==> config.mk <==
export PLATFORM = sky130hd
export DESIGN_NAME = i2s_slave_rx
export DESIGN_NICKNAME = d
export VERILOG_FILES = /design/src/rtl/i2s_pkg.sv /design/src/rtl/sync_ff.sv /design/src/rtl/i2s_slave_rx.sv
export SDC_FILE = /design/constraint.sdc
export NUM_CORES = 1
export LEC_CHECK = 0
export BUFFER_PORTS_ARGS = -buffer_cell sky130_fd_sc_hd__clkbuf_2
export CORE_ASPECT_RATIO = 1.4
export CORE_MARGIN = 3
export CORE_UTILIZATION = 25
export CTS_CLUSTER_DIAMETER = 100
export DETAILED_ROUTE_END_ITERATION = 6
export PLACE_DENSITY_LB_ADDON = 0.08
export SLEW_MARGIN = 30
export SYNTH_ARGS = -nofsm -noshare
export SYNTH_HDL_FRONTEND = slang
export SYNTH_SLANG_ARGS = --single-unit
==> constraint.sdc <==
create_clock -name i_clk -period 2.3 [get_ports i_clk]
set_clock_uncertainty 0.15 [all_clocks]
set_input_delay 0.23 -clock i_clk [delete_from_list [all_inputs] [get_ports i_clk]]
set_output_delay 0.23 -clock i_clk [all_outputs]
set_load 0.005 [all_outputs]
==> src/rtl/i2s_pkg.sv <==
// Shared types and sizing for the I2S slave receiver.
// Imported by every file of the receiver slice.
package i2s_pkg;

    // Default audio sample width.
    localparam int I2S_DATA_BIT = 16;

    // Bit counter width; must be able to hold DATA_BIT itself.
    localparam int I2S_CNT_W = $clog2(I2S_DATA_BIT + 1);

    typedef enum logic [1:0] {
        SYNC,
        LEFT,
        RIGHT
    } i2s_rx_state_t;

    function automatic int cnt_width(input int n);
        return $clog2(n + 1);
    endfunction

endpackage

==> src/rtl/sync_ff.sv <==
// N-stage single-bit synchronizer for an asynchronous input.
// Output is the last flop of the chain.
module sync_ff #(
    parameter int STAGES = 2
) (
    input  logic i_clk,
    input  logic i_reset,
    input  logic i_d,
    output logic o_q
);

    logic [STAGES-1:0] chain;

    // Shift the raw input through the flop chain.
    always_ff @(posedge i_clk) begin
        if (i_reset) begin
            chain <= '0;
        end else begin
            chain <= {chain[STAGES-2:0], i_d};
        end
    end

    assign o_q = chain[STAGES-1];

endmodule

==> src/rtl/i2s_slave_rx.sv <==
// Philips I2S slave receiver, oversampled in the fabric clock domain.
// Emits one coherent left/right pair per stereo frame.
module i2s_slave_rx
    import i2s_pkg::*;
#(
    parameter int DATA_BIT    = I2S_DATA_BIT,
    parameter int SYNC_STAGES = 2
) (
    input  logic                i_clk,
    input  logic                i_reset,
    input  logic                i_sclk,
    input  logic                i_lrclk,
    input  logic                i_sd,
    output logic [DATA_BIT-1:0] o_audio_l,
    output logic [DATA_BIT-1:0] o_audio_r,
    output logic                o_audio_valid,
    output logic                o_frame_err,
    output logic                o_locked
);

    localparam int            CW       = cnt_width(DATA_BIT);
    localparam logic [CW-1:0] CNT_FULL = CW'(DATA_BIT);

    logic sclk_s;
    logic lrclk_s;
    logic sd_s;
    logic sclk_d;
    logic rise;

    logic smp_rise;
    logic smp_lr;
    logic smp_sd;

    logic lr_prev;
    logic ev_bnd;
    logic ev_bit;
    logic ev_lr;
    logic ev_sd;

    i2s_rx_state_t     state,     state_n;
    logic [CW-1:0]     bit_cnt,   bit_cnt_n;
    logic [DATA_BIT-1:0] shift_q, shift_n;
    logic [DATA_BIT-1:0] left_hold, left_hold_n;
    logic [DATA_BIT-1:0] audio_l_n;
    logic [DATA_BIT-1:0] audio_r_n;
    logic              valid_n;
    logic              err_n;
    logic              locked_n;

    sync_ff #(.STAGES(SYNC_STAGES)) u_sync_sclk (
        .i_clk   (i_clk),
        .i_reset (i_reset),
        .i_d     (i_sclk),
        .o_q     (sclk_s)
    );

    sync_ff #(.STAGES(SYNC_STAGES)) u_sync_lrclk (
        .i_clk   (i_clk),
        .i_reset (i_reset),
        .i_d     (i_lrclk),
        .o_q     (lrclk_s)
    );

    sync_ff #(.STAGES(SYNC_STAGES)) u_sync_sd (
        .i_clk   (i_clk),
        .i_reset (i_reset),
        .i_d     (i_sd),
        .o_q     (sd_s)
    );

    assign rise = sclk_s & ~sclk_d;

    // Detect sclk rise and capture lrclk/sd on that edge only.
    always_ff @(posedge i_clk) begin
        if (i_reset) begin
            sclk_d   <= 1'b0;
            smp_rise <= 1'b0;
            smp_lr   <= 1'b0;
            smp_sd   <= 1'b0;
        end else begin
            sclk_d   <= sclk_s;
            smp_rise <= rise;
            if (rise) begin
                smp_lr <= lrclk_s;
                smp_sd <= sd_s;
            end
        end
    end

    // Classify each sampled edge as a slot boundary or a data bit.
    always_ff @(posedge i_clk) begin
        if (i_reset) begin
            lr_prev <= 1'b0;
            ev_bnd  <= 1'b0;
            ev_bit  <= 1'b0;
            ev_lr   <= 1'b0;
            ev_sd   <= 1'b0;
        end else begin
            ev_bnd <= smp_rise & (smp_lr != lr_prev);
            ev_bit <= smp_rise & (smp_lr == lr_prev);
            ev_lr  <= smp_lr;
            ev_sd  <= smp_sd;
            if (smp_rise) begin
                lr_prev <= smp_lr;
            end
        end
    end

    // Frame state, shift register and output registers.
    always_ff @(posedge i_clk) begin
        if (i_reset) begin
            state         <= SYNC;
            bit_cnt       <= '0;
            shift_q       <= '0;
            left_hold     <= '0;
            o_audio_l     <= '0;
            o_audio_r     <= '0;
            o_audio_valid <= 1'b0;
            o_frame_err   <= 1'b0;
            o_locked      <= 1'b0;
        end else begin
            state         <= state_n;
            bit_cnt       <= bit_cnt_n;
            shift_q       <= shift_n;
            left_hold     <= left_hold_n;
            o_audio_l     <= audio_l_n;
            o_audio_r     <= audio_r_n;
            o_audio_valid <= valid_n;
            o_frame_err   <= err_n;
            o_locked      <= locked_n;
        end
    end

    // Next-state: alignment, word capture and short-slot rejection.
    always_comb begin
        state_n     = state;
        bit_cnt_n   = bit_cnt;
        shift_n     = shift_q;
        left_hold_n = left_hold;
        audio_l_n   = o_audio_l;
        audio_r_n   = o_audio_r;
        valid_n     = 1'b0;
        err_n       = 1'b0;
        locked_n    = o_locked;

        if (ev_bnd) begin
            unique case (state)
                SYNC: begin
                    if (!ev_lr) begin
                        state_n   = LEFT;
                        bit_cnt_n = '0;
                        shift_n   = '0;
                    end
                end
                LEFT: begin
                    if (ev_lr && (bit_cnt == CNT_FULL)) begin
                        left_hold_n = shift_q;
                        state_n     = RIGHT;
                        bit_cnt_n   = '0;
                        shift_n     = '0;
                    end else begin
                        err_n    = 1'b1;
                        locked_n = 1'b0;
                        state_n  = SYNC;
                    end
                end
                RIGHT: begin
                    if (!ev_lr && (bit_cnt == CNT_FULL)) begin
                        audio_l_n = left_hold;
                        audio_r_n = shift_q;
                        valid_n   = 1'b1;
                        locked_n  = 1'b1;
                        state_n   = LEFT;
                        bit_cnt_n = '0;
                        shift_n   = '0;
                    end else begin
                        err_n    = 1'b1;
                        locked_n = 1'b0;
                        state_n  = SYNC;
                    end
                end
                default: begin
                    state_n  = SYNC;
                    locked_n = 1'b0;
                end
            endcase
        end else if (ev_bit && (state != SYNC) && (bit_cnt < CNT_FULL)) begin
            shift_n   = {shift_q[DATA_BIT-2:0], ev_sd};
            bit_cnt_n = bit_cnt + CW'(1);
        end
    end

endmodule

==> metrics.cfg <==
[outcome]
status=completed

[drt]
drc=0
wl_per_cell_um=13.0
vias_per_cell=4.35
ant_nets=0
dr.pass1.iters=4
routed_wl_um=7760
dr.first_iter.drc_count=96
num_vias=2608

[timing]
slew_headroom_pct=60.5
tightest_slew_ns=0.593
whs_ns=0.160
layout_min_cycle_time_ns=2.09
slew_violations=0
finalHoldViolations=0
rsz0062_at_grt=false
fmax_mhz=479
finalSetupViolCount=0
min_period_over_period_pct=90.8
final.setup.tns_ns=0
setup_ws_ns=0.212

[synthesis]
yosys_most_used_dff=dfxtp_1
yosys-top-cells-count=103 x nand2_1, 89 x dfxtp_1, 52 x a21oi_1, 16 x nand2b_1, 15 x o22ai_1
ys_types=42
syn_inst=378
synth_top_cell_by_area=dfxtp_1
async_flop_share_pct=0
synth_edf_count=0
syn_area_um2=3360
syn-num-nets=389
synth.avg_cell_area_um2=8.88
yosysMostFrequentCell=nand2_1
synth_top_area_share_pct=53.1
ys_ff_latch=89
seq_area_frac_synth_pct=53.1
yosysWarnings=0
synth_area_leaders=dfxtp_1 53%, nand2_1 12%, a21oi_1 7.8%, nand2b_1 3.0%, o22ai_1 2.8%

[finish]
areaGrowthSynthToFinish_pct=22.5
final_nets=428
fin_util_pct=31.7
antennaDiodeCount=0
drive_above_1_share_pct=17.3

[power_and_ir_drop]
peakVddDrop_uv=433
power_mw=3.18
power.leakage_nw=1.40
p_per_area_nw_per_um2=773

[placement]
pre_cts_ws_ns=0.181
place_hpwl_um=5410
gp_congestion=0.764
port_buffers=39

[global_route]
grt_pass1_vias=2543
grt_remaining_overflow=0
grt_max_degree=71
grt_first_pass_wirelength_um=12900
antenna_found_initial=0
grt_use_total_pct=10.8

[worst_setup_path]
r2r-end=bit_cnt[3]
crit_type=reg2reg
endpoint=bit_cnt[3]
crit_start=state[0]
r2r_cells=7
cp_max_fo=19
critPathArrivalTime_ns=2.18
required_ns=2.39
start_kind=register
cp-end-kind=register
reg2reg_from=state[0]
rrSetupSlack_ns=0.21

[die]
core_area_um2=13000
die_w_um=104
io_pins=40
fp-row-count=49
dieArea_um2=14900
start_util_pct=25.8
dieHeight_um=143

[hold_path]
hold_path.class=in2reg
min-delay-start=i_reset

[clocking]
cts-htree-levels=3
clkLatencyLatePin_ns=0.33
cts-buffers-inserted=9
path_clk_slew_ns=0.06
tritoncts=built
clock-sinks=89
max-clock-path-buffers=2
cts-root-buf=clkbuf_16

[job]
drv_cap=0

## per-stage QoR
stage          cells  cell area [um2]
6_report         599             4110
5_1_grt          599             4110
4_1_cts          599             4110
3_5_place_dp     581             3760
3_3_place_gp     581             3760
2_1_floorplan    378             3360
## layout by cell type (no fill, tap or decap), types with 3 or more instances in the layout
cell	Yosys	routed
a21oi_1	52	52
a311oi_1	3	3
buf_4	0	10
clkbuf_16	0	9
clkbuf_2	0	39
dfxtp_1	89	89
dlygate4sd3_1	0	3
ha_1	6	6
inv_1	8	8
mux2i_1	6	6
nand2_1	103	103
nand2b_1	16	16
nand3_1	3	3
nor2_1	8	8
nor2b_1	11	11
o22ai_1	15	15
o32ai_1	3	3
## worst max-delay path, cell delays in order (launching register included)
cell and delay (ns):
dfxtp_1 0.38, inv_1 0.08, ha_1 0.31, or2_1 0.29, a31oi_2 0.28, a21oi_4 0.10, buf_12 0.16, a311oi_1 0.25
## flip-flops by register name, indices dropped and copies added, names as in the netlist, 2 cells and up
name / flops
left_hold: 16
u_sync_lrclk.chain: 2
state: 2
o_audio_l: 16
u_sync_sd.chain: 2
u_sync_sclk.chain: 2
shift_q: 16
bit_cnt: 5
o_audio_r: 16
## worst min-delay path by stage
stage / cells after the start / to / slack [ns]
after global placement: 1 / smp_rise / 0.26
after CTS: 2 / o_audio_l[7] / 0.17
after global routing: 2 / o_audio_l[7] / 0.17
after floorplan: 1 / u_sync_lrclk.chain[0] / 0.21
final: 2 / o_audio_l[7] / 0.16
after detailed placement: 1 / smp_rise / 0.27
## logic make-up after synthesis
kind of cell | after synthesis | synth area share [%]
and+or+nand+nor | 159 | 23.0
muxes | 6 | 1.79
xor gates and xnor gates | 1 | 0.261
DFF | 89 | 53.1
adders and majority gates | 6 | 2.24
buffers and inverters | 35 | 5.18
AOI/OAI and AO/OA | 82 | 14.4
## power breakdown
group	internal [mW]	switching, mW	total [mW]
registers	1.55	0.00625	1.56
clock network	0.980	0.590	1.57
logic	0.0249	0.0303	0.0552
## layout make-up
| cell class | instances | area, um2 |
|---|---|---|
| clock buffer | 11 | 243 |
| clock inverter | 4 | 76.3 |
| fill | 1385 | 8880 |
| inverter | 9 | 33.8 |
| multi-input combinational | 254 | 1420 |
| sequential | 89 | 1780 |
| tap | 178 | 223 |
| timing repair buffer | 54 | 340 |
## repair_timing
item | 4_1_cts | 5_1_grt
buffers inserted | 0 | 0
setup endpoints to repair | 0 | 1
gates resized for setup | 0 | 1
hold endpoints to repair | 3 | 0
hold buffers | 3 | 0
## per-layer routing
layer	share of wire [%]	vias to the layer above	track usage [%]	wire length (um)
li1	-	1353	-	-
met1	46	1207	12.7	3540
met2	50	44	18.8	3870
met3	3.6	4	3.12	278
met4	1.0	0	3.99	80
met5	0	-	0	0
Power figures use the tool's default switching activity.
